[src/rtl/fetch_stage.sv]
// Instruction fetch front end: one request in flight, one-entry pending buffer behind the decode register.
// Optional misaligned-redirect fault detection is enabled by defining FETCH_MISALIGN_CHECK_EN.
//
// state  | meaning
// IDLE   | no request; after reset, while the pending buffer drains, or parked on a fault
// REQ    | imem_req_valid high, presenting pc
// WAIT   | one request accepted, its response is awaited
// DROP   | a request is in flight whose response must be discarded after a redirect

module fetch_stage #(
  parameter logic [31:0] RESET_PC = 32'h0000_0000
) (
  input  logic        clk,
  input  logic        rst,
  output logic        imem_req_valid,
  input  logic        imem_req_ready,
  output logic [31:0] imem_req_addr,
  input  logic        imem_resp_valid,
  input  logic [31:0] imem_resp_data,
  input  logic        redirect_en,
  input  logic [31:0] redirect_pc,
  input  logic        stall,
  output logic [31:0] instr,
  output logic [31:0] instr_pc,
  output logic        instr_valid,
  output logic        fetch_fault
);

  localparam logic [31:0] NOP = 32'h0000_0013;

  typedef enum logic [1:0] {S_IDLE, S_REQ, S_WAIT, S_DROP} state_t;

  state_t      state_q, state_d;
  logic [31:0] pc_q, pc_d;
  logic [31:0] instr_q, instr_d;
  logic [31:0] instr_pc_q, instr_pc_d;
  logic        instr_valid_q, instr_valid_d;
  logic [31:0] pend_data_q, pend_data_d;
  logic [31:0] pend_pc_q, pend_pc_d;
  logic        pend_valid_q, pend_valid_d;

  logic        accept;
  logic        resp_take;
  logic        in_flight_after;
  logic        redir_bad;
  logic        fault_hold;
  logic [31:0] redir_pc;

  assign accept    = (state_q == S_REQ) && imem_req_ready;
  assign resp_take = (state_q == S_WAIT) && imem_resp_valid;
  // A request is still owed a response after this edge if one is accepted now or one is pending and not answered now.
  assign in_flight_after = accept ||
                           (((state_q == S_WAIT) || (state_q == S_DROP)) && !imem_resp_valid);
  assign redir_pc  = redirect_pc & 32'hFFFF_FFFC;

`ifdef FETCH_MISALIGN_CHECK_EN
  logic fault_q, fault_d;

  assign redir_bad  = |redirect_pc[1:0];
  assign fault_hold = fault_q;

  always_comb begin
    fault_d = fault_q;
    if (redirect_en) fault_d = redir_bad;
  end

  always_ff @(posedge clk or posedge rst) begin
    if (rst) fault_q <= 1'b0;
    else     fault_q <= fault_d;
  end

  assign fetch_fault = fault_q;
`else
  assign redir_bad   = 1'b0;
  assign fault_hold  = 1'b0;
  assign fetch_fault = 1'b0;
`endif

  always_comb begin
    state_d       = state_q;
    pc_d          = pc_q;
    instr_d       = instr_q;
    instr_pc_d    = instr_pc_q;
    instr_valid_d = instr_valid_q;
    pend_data_d   = pend_data_q;
    pend_pc_d     = pend_pc_q;
    pend_valid_d  = pend_valid_q;

    if (redirect_en) begin
      pc_d          = redir_pc;
      instr_valid_d = 1'b0;
      pend_valid_d  = 1'b0;
      if (redir_bad)            state_d = S_IDLE;
      else if (in_flight_after) state_d = S_DROP;
      else                      state_d = S_REQ;
    end else begin
      if (accept) pc_d = pc_q + 32'd4;

      // pc has already advanced past the outstanding request, so its address is pc - 4.
      if (resp_take) begin
        if (!instr_valid_q || !stall) begin
          instr_d       = imem_resp_data;
          instr_pc_d    = pc_q - 32'd4;
          instr_valid_d = 1'b1;
        end else begin
          pend_data_d  = imem_resp_data;
          pend_pc_d    = pc_q - 32'd4;
          pend_valid_d = 1'b1;
        end
      end else if (!stall) begin
        if (pend_valid_q) begin
          instr_d       = pend_data_q;
          instr_pc_d    = pend_pc_q;
          instr_valid_d = 1'b1;
          pend_valid_d  = 1'b0;
        end else begin
          instr_valid_d = 1'b0;
        end
      end

      case (state_q)
        S_IDLE:  if (!fault_hold && !pend_valid_d) state_d = S_REQ;
        S_REQ:   if (accept) state_d = S_WAIT;
        S_WAIT:  if (imem_resp_valid) state_d = pend_valid_d ? S_IDLE : S_REQ;
        S_DROP:  if (imem_resp_valid) state_d = pend_valid_d ? S_IDLE : S_REQ;
        default: state_d = S_IDLE;
      endcase
    end
  end

  always_ff @(posedge clk or posedge rst) begin
    if (rst) begin
      state_q       <= S_IDLE;
      pc_q          <= RESET_PC;
      instr_q       <= NOP;
      instr_pc_q    <= 32'h0000_0000;
      instr_valid_q <= 1'b0;
      pend_data_q   <= 32'h0000_0000;
      pend_pc_q     <= 32'h0000_0000;
      pend_valid_q  <= 1'b0;
    end else begin
      state_q       <= state_d;
      pc_q          <= pc_d;
      instr_q       <= instr_d;
      instr_pc_q    <= instr_pc_d;
      instr_valid_q <= instr_valid_d;
      pend_data_q   <= pend_data_d;
      pend_pc_q     <= pend_pc_d;
      pend_valid_q  <= pend_valid_d;
    end
  end

  assign imem_req_valid = (state_q == S_REQ);
  assign imem_req_addr  = pc_q;
  assign instr          = instr_q;
  assign instr_pc       = instr_pc_q;
  assign instr_valid    = instr_valid_q;

endmodule
[config.mk]
export PLATFORM = sky130hd
export DESIGN_NAME = fetch_stage
export DESIGN_NICKNAME = d
export VERILOG_FILES = /design/src/rtl/fetch_stage.sv
export SDC_FILE = /design/constraint.sdc
export NUM_CORES = 1
export LEC_CHECK = 0
export BUFFER_PORTS_ARGS = -buffer_cell sky130_fd_sc_hd__buf_2
export CORE_AREA = 2 2 209 108
export DETAILED_ROUTE_END_ITERATION = 6
export DIE_AREA = 0 0 211 110
export RECOVER_POWER = 25
export SYNTH_ARGS = -nofsm -noshare
export SYNTH_HDL_FRONTEND = slang
export SYNTH_SLANG_ARGS = --single-unit
[constraint.sdc]
create_clock -name clk -period 8 [get_ports clk]
set_clock_uncertainty 0.05 [all_clocks]
set_input_delay 1.2 -clock clk [delete_from_list [all_inputs] [get_ports clk]]
set_output_delay 1.2 -clock clk [all_outputs]
set_load 0.02 [all_outputs]
Yosys cells after proc, flatten, opt, wreduce, memory -nomap -nowiden
Cells that the tools add are included.
{"block": "op_classes", "addsub": 2, "reduce_logical": 17, "mux": 27, "eq_ne": 10, "bitwise": 2}
{"operator": "32-bit two-way mux", "count": 10}
{"operator": "32-bit by 3-bit adder with 32-bit output (second input constant)", "count": 1}
{"operator": "32-bit by 3-bit subtractor with 32-bit output (second input constant)", "count": 1}
{"operator": "1-bit two-way mux", "count": 11}
{"operator": "2-bit two-way mux", "count": 5}
{"operator": "3-bit by 1-bit != test with 1-bit output (second input constant)", "count": 2}
{"operator": "3-bit by 2-bit != test with 1-bit output (second input constant)", "count": 2}
{"operator": "2-bit case mux with 3 select lines", "count": 1}
{"operator": "3-bit AND reduction", "count": 2}
{"operator": "2-bit == test (second input constant)", "count": 2}
{"operator": "2-bit by 1-bit != test with 1-bit output (second input constant)", "count": 2}
{"operator": "4-bit AND reduction", "count": 1}
{"operator": "2-bit nonzero test", "count": 2}
{"operator": "1-bit logical AND", "count": 3}
{"operator": "1-bit logical NOT", "count": 3}
{"operator": "1-bit logical OR", "count": 3}
{"operator": "3-bit != test (second input constant)", "count": 1}
{"operator": "2-bit by 1-bit == test with 1-bit output (second input constant)", "count": 1}
{"operator": "2-bit logical NOT", "count": 1}
{"operator": "1-bit inverter", "count": 2}
{"operator": "2-bit AND reduction", "count": 1}
{"operator": "2-bit OR reduction", "count": 1}
{"block": "word_totals", "wordCells": 66, "regBits": 164, "out_inout_bits": 99}

Depth between registers and ports, before layout
Gate-level depths: netlist of the first run.
{"block": "logic_depth", "ltp_word": 9, "depth_mapped": 9, "depth_no_buf": 7}

Worst setup path before layout of the first run
OpenSTA, ideal clock, no wires.
{"block": "synth_path", "path_type": "input port to flip-flop", "from": "input port imem_req_ready", "to": "register pc_q[29], in the netlist imem_req_addr[29]", "arrival_ps": 2869, "setup_slack_ps": 5012, "stages": 7, "setup_time_ps": 69, "path_buffers": 2, "cell_sequence": "nand4b_4 or2_1 buf_2 or4_1 buf_2 or4_1 nand3_1"}
{"block": "synth_via", "elab_chain_len": 2}
{"element": "start: declaration", "line": "16", "text": "input logic imem_req_ready,"}
{"element": "1-bit logical AND", "line": "49", "text": "assign accept = (state_q == S_REQ) && imem_req_ready;"}
{"element": "2-bit nonzero test (no line)"}
{"element": "end signal: assignment", "line": "143", "text": "pc_q <= pc_d;"}
{"element": "end: declaration", "line": "34", "text": "logic [31:0] pc_q, pc_d;"}
Every way passes these cells.
A chain may end at the register's enable or synchronous reset.

==> results.txt, run 1 <==
CTS Sinks: 158
Rows: 38
Antenna diode count: 0
Transition time of the tightest slew-check pin: 4480 ps
Dominant delay contributor by cell family on the critical path: buffers and inverters
Worst r2r src: state_q[0]
Pwr Total: 2.38 mW
Maximum number of pins on one net before global-route repair: 101
Commonest cells in the netlist: dfrtp_1, nand2_1, nor2_1
Non-Filler Instances: 1225
Worst-path fanout max: 100
Tmin final: 4410 ps
Worst path required time: 8420 ps
DIE AREA: 23200 µm²
GR Layer Usage met2: 0.249
Hold Crit Class: flop to flop
GPL Wtd Cong: 0.810
DRC: 0
Clk slew on worst S/H paths: 60 ps
RSZ-0062 raised after global routing: false
Most common cell in the netlist: dfrtp_1
Chip height: 110 µm
Max_cap viols: 2
Seq pwr share: 0.429
Comb pwr share: 0.210
Routed Wire Length: 20700 µm
Relative slew slack: -2.00
# Post-CTS Setup Buffers: 0
CTS tree: yes
Net Sw Power: 0.756 mW
Final setup vio count: 0
Vias per Instance: 5.14
All-layer global routing usage: 0.188
Post-synth top flop: dfrtp_1
Share of the synthesized area in the top cell type: 0.509
Initial antenna violation count: 0
Grt met3 use: 0.0564
Min-Delay Path Depth: 2
Cells on worst reg2reg path: 7
Syn_area_per_cell: 9.36 µm²
Share of cells above drive strength 1: 0.265
Post-Syn Area: 7610 µm²
Syn. warnings: 0
Die X-Extent: 211 µm
Flip-flop and latch count after synthesis: 158
PostCTS Resize Cnt: 0
Final setup TNS: 0 ps
Wire per inst: 16.9 µm
Number of global-route vias before repair: 5697
DR iter-0 viols: 516
Post-Syn Instances: 813
Starting density of the core: 0.357
Dpl cells: 1193
Dpl cell area: 8550 µm²
FF+latch area: 3960 µm²
WHS Endpoint: instr_pc[6]
Worst R2R Setup Slack: 4460 ps
CTS buffer count: 17
Switching share of total power: 0.318
Hold buffers post-CTS: 0
Core area: 21300 µm²
Fin crit share: 0.551
Worst skew pair latency: 430 ps
# port buffers: 161
Sequential area share after synthesis: 0.520
Clk Tree Root Cell: clkbuf_16
GRT busiest layer: met1
Arr. time, crit path: 4830 ps
Pre-antenna DRT Iters: 5
Final slew viol count: 170
Cell Int Power: 1.62 mW
Crit-path cells: buf_2 > clkinvlp_2 > buf_4
Setup CP Type: input pin to asynchronous set/reset pin
Hold Fails Final Rpt: 0
Antenna-violating nets left: 0
Power share of the clock group: 0.361
PwrDens: 260 nW/µm²
Status: finished with violations
Via Count: 6302
Layout area overhead: 20.3%
VDD IR max: 192 µV
Multi-input gate area: 3320 µm²
First-pass GRT wire length: 32800 µm
Buf+Inv Stages, Crit Path: 3
Minimum hold slack: 431 ps
Htree depth: 4
# fillers: 2113
Endpoint class of the critical path: asynchronous set/reset pin
Fmax: 227 MHz
Nets: 1004
Failing checks: max-capacitance violations, max-slew violations
CP startpoint kind: input pin
RR Endpoint: instr_pc[15]
CP max stage delay: 2490 ps
Area leader, netlist: dfrtp_1
Worst slack at placement: 3700 ps
Remaining Overflow, GRT: 0
Fin area: 9160 µm²
Slowest-stage cell, CP: clkinvlp_2
Netlist cell types: 50
Max clock buf depth: 2
Min-delay src: instr_pc[6]
Asr flop ratio synth: 1.00
Layout Utilization: 0.429
Met1 GRT Util: 0.289
Synth area leaders: dfrtp_1, nand2_1, mux2_2
Dpl hpwl: 14200 µm
Worst setup margin: 3590 ps
Num ports: 169
Leakage: 4.12 nW
Number of synthesized flops with an enable pin: 0
==> power by group through the flow <==
stage | clock network (mW) | registers, mW | logic [mW]
6_report | 0.858 | 1.02 | 0.501
4_1_cts | 0.883 | 1.02 | 0.508
3_5_place_dp | 0 | 1.04 | 0.508
2_1_floorplan | 0 | 1.14 | 0.208
3_3_place_gp | 0 | 1.03 | 0.503
5_1_grt | 0.921 | 1.04 | 0.554
==> state kept, by name, indices dropped and copies added, names as in the netlist <==
| signal | flops |
|---|---|
| instr | 32 |
| pend_data_q | 32 |
| pend_pc_q | 30 |
| pend_valid_q | 1 |
| imem_req_addr | 30 |
| instr_pc | 30 |
| state_q | 2 |
| instr_valid | 1 |
==> area by class of cell <==
class / count / share of cell area
Clock inverter: 10 / 0.0148
Clock buffer: 22 / 0.0529
Timing Repair Buffer: 170 / 0.0948
Inverter: 12 / 0.00505
Tap cell: 280 / 0.0383
Multi-Input combinational cell: 573 / 0.362
Sequential cell: 158 / 0.432
==> cell usage in the layout (no fill, tap or decap), types with 23 or more instances in the layout <==
master and instances:
a31oi_1 34, dfrtp_1 155, nor3_1 23, nor2_1 82
xnor2_1 28, buf_2 160, nand2_1 133, o21ai_0 52
a21oi_1 36, mux2_2 38
==> how the worst max path moves through the flow <==
stage / from / endpoint / cells past startpoint
after floorplan: rst / imem_req_addr[10] / 1
after global placement: imem_resp_valid / instr_pc[11] / 8
after detailed placement: imem_resp_valid / instr_pc[14] / 8
after global routing: rst / instr_pc[15] / 3
after CTS: imem_resp_valid / instr_pc[11] / 8
final: rst / instr_pc[14] / 3
==> routing by layer <==
layer	routed length, µm	vias to the layer above	share of wire
met5	0	-	0
met4	166	0	0.0080
met3	1520	12	0.073
met2	8130	185	0.39
met1	10900	3073	0.53
li1	-	3032	-
==> worst min-delay path, stage by stage (launching register included) <==
cell and delay [ps]:
dfrtp_1 350, nand2_1 50, nand2_1 50
==> kinds of logic (layout without fill, tap and decap cells) <==
family | Yosys count | in the layout | synth area share
AOI/OAI and AO/OA | 158 | 158 | 0.122
other | 1 | 5 | 0.000493
buffers and inverters | 86 | 214 | 0.0483
muxes | 39 | 39 | 0.0575
DFF | 158 | 158 | 0.520
and+or+nand+nor | 322 | 322 | 0.195
adders and majority gates | 2 | 2 | 0.00329
xor gates and xnor gates | 47 | 47 | 0.0541
Power figures use the tool's default switching activity.
==> run 2: changes to the inputs <==
- clock period: 8 -> 3.9 ns (I/O delays scaled with it)
==> results.txt, run 2 (same netlist as run 1, synthesis figures left out) <==
Relative slew slack: -0.242
DIE AREA: 23200 µm²
CP dominant cell by count: or4_1
Transition time of the tightest slew-check pin: 1850 ps
Buf+Inv Stages, Crit Path: 0
Worst path required time: 4220 ps
Commonest non-fill, non-tap cell in the layout: buf_2
Die X-Extent: 211 µm
Vias per Instance: 5.14
Layout area overhead: 20.8%
Clk Tree Root Cell: clkbuf_16
RSZ-0062 raised after global routing: false
VDD IR max: 282 µV
Worst skew pair latency: 430 ps
Fin crit share: 0.683
Hold Fails Final Rpt: 0
Worst-path fanout max: 9
Num ports: 169
Setup CP Type: flop to flop
All-layer global routing usage: 0.187
Hold buffers post-CTS: 0
DRC: 0
Layout Utilization: 0.431
CP startpoint kind: flop
Clk slew on worst S/H paths: 70 ps
Core area: 21300 µm²
Cell Int Power: 3.25 mW
Crit-path cells: nand4b_4 > or2_1 > or4_1 > or4_1 > nand3_1
Arr. time, crit path: 2980 ps
CP max stage delay: 730 ps
PwrDens: 522 nW/µm²
Remaining Overflow, GRT: 0
GPL Wtd Cong: 0.819
Rows: 38
Failing checks: max-capacitance violations, max-slew violations
Wire per inst: 16.9 µm
Antenna-violating nets left: 0
CTS buffer count: 17
Hold Crit Class: input pin to flop
Endpoint class of the critical path: flop
Dpl hpwl: 14300 µm
CTS tree: yes
Comb pwr share: 0.217
Via Count: 6330
Final slew viol count: 39
Net Sw Power: 1.55 mW
Tmin final: 2660 ps
Routed Wire Length: 20800 µm
Max_cap viols: 1
Nets: 1010
Maximum number of pins on one net before global-route repair: 69
Leakage: 4.14 nW
# Post-CTS Setup Buffers: 0
Share of cells above drive strength 1: 0.271
Final setup vio count: 0
Power share of the clock group: 0.348
Initial antenna violation count: 0
Dominant delay contributor by cell family on the critical path: simple AND/OR/NAND/NOR gates
CTS Sinks: 158
Chip height: 110 µm
DR iter-0 viols: 495
Most frequent cells in the layout: buf_2, dfrtp_1, nand2_1
Antenna diode count: 0
# port buffers: 161
Fmax: 376 MHz
Max clock buf depth: 2
Number of global-route vias before repair: 5882
PostCTS Resize Cnt: 0
Starting density of the core: 0.357
Pre-antenna DRT Iters: 5
First-pass GRT wire length: 32900 µm
Final setup TNS: 0 ps
Switching share of total power: 0.323
Htree depth: 4
Slowest-stage cell, CP: or4_1
Seq pwr share: 0.435
Status: finished with violations
Worst R2R Setup Slack: 1240 ps
run 2: changes by cell type in the layout (fill, tap and decap cells not counted), sizes merged:
cell / before / now
inv: 12 / 11
clkbuf: 24 / 22
bufinv: 3 / 2
clkinvlp: 2 / 5
buf: 168 / 175
run 2: path summary, 6_finish.rpt:
check | startpoint | endpoint | depth (start not counted)
min in group asynchronous | rst | instr[28] | 2
worst min-delay path | redirect_pc[10] | imem_req_addr[10] | 3
worst max-delay path | imem_req_addr[4] | imem_req_addr[29] | 5
max in group asynchronous | rst | pend_data_q[8] | 3
worst max register to register | imem_req_addr[4] | imem_req_addr[29] | 5
worst min register to register | instr_pc[6] | instr_pc[6] | 2
run 2: through the flow:
stage / area (µm²) / std cells / hold WS [ps] / total power [mW] / setup WS [ps]
floorplan: 7630 / 817 / 424 / 2.76 / 1270
global placement: 8630 / 1199 / 405 / 3.16 / 1210
detailed placement: 8630 / 1199 / 404 / 3.17 / 1180
CTS: 9220 / 1231 / 283 / 4.86 / 1280
global route: 9200 / 1231 / 292 / 5.05 / 751
finish: 9200 / 1231 / 304 / 4.80 / 1240
run 2: layout make-up:
cell class / count / area, µm²
Clock inverter: 11 / 115
Multi-Input combinational cell: 573 / 3320
Tap cell: 280 / 350
Sequential cell: 158 / 3960
Fill cell: 2091 / 12200
Timing Repair Buffer: 176 / 941
Clock buffer: 21 / 470
Inverter: 12 / 46.3
run 2: power by group through the flow:
stage | Combinational, mW | Sequential [mW] | Clock, mW
global placement | 1.05 | 2.11 | 0
global route | 1.14 | 2.12 | 1.79
detailed placement | 1.06 | 2.11 | 0
CTS | 1.06 | 2.09 | 1.71
finish | 1.04 | 2.09 | 1.67
floorplan | 0.428 | 2.33 | 0
run 2: worst register-to-register path, stage by stage (launching register included):
cell	delay [ps]
dfrtp_1	580
nand4b_4	190
or2_1	440
or4_1	730
or4_1	520
nand3_1	90
run 2: per-layer routing:
| metal | up-vias | track usage | share of wire |
|---|---|---|---|
| li1 | 3046 | - | - |
| met1 | 3046 | 0.284 | 0.51 |
| met2 | 226 | 0.251 | 0.39 |
| met3 | 12 | 0.0640 | 0.088 |
| met4 | 0 | 0.0397 | 0.0077 |
| met5 | - | 0 | 0 |
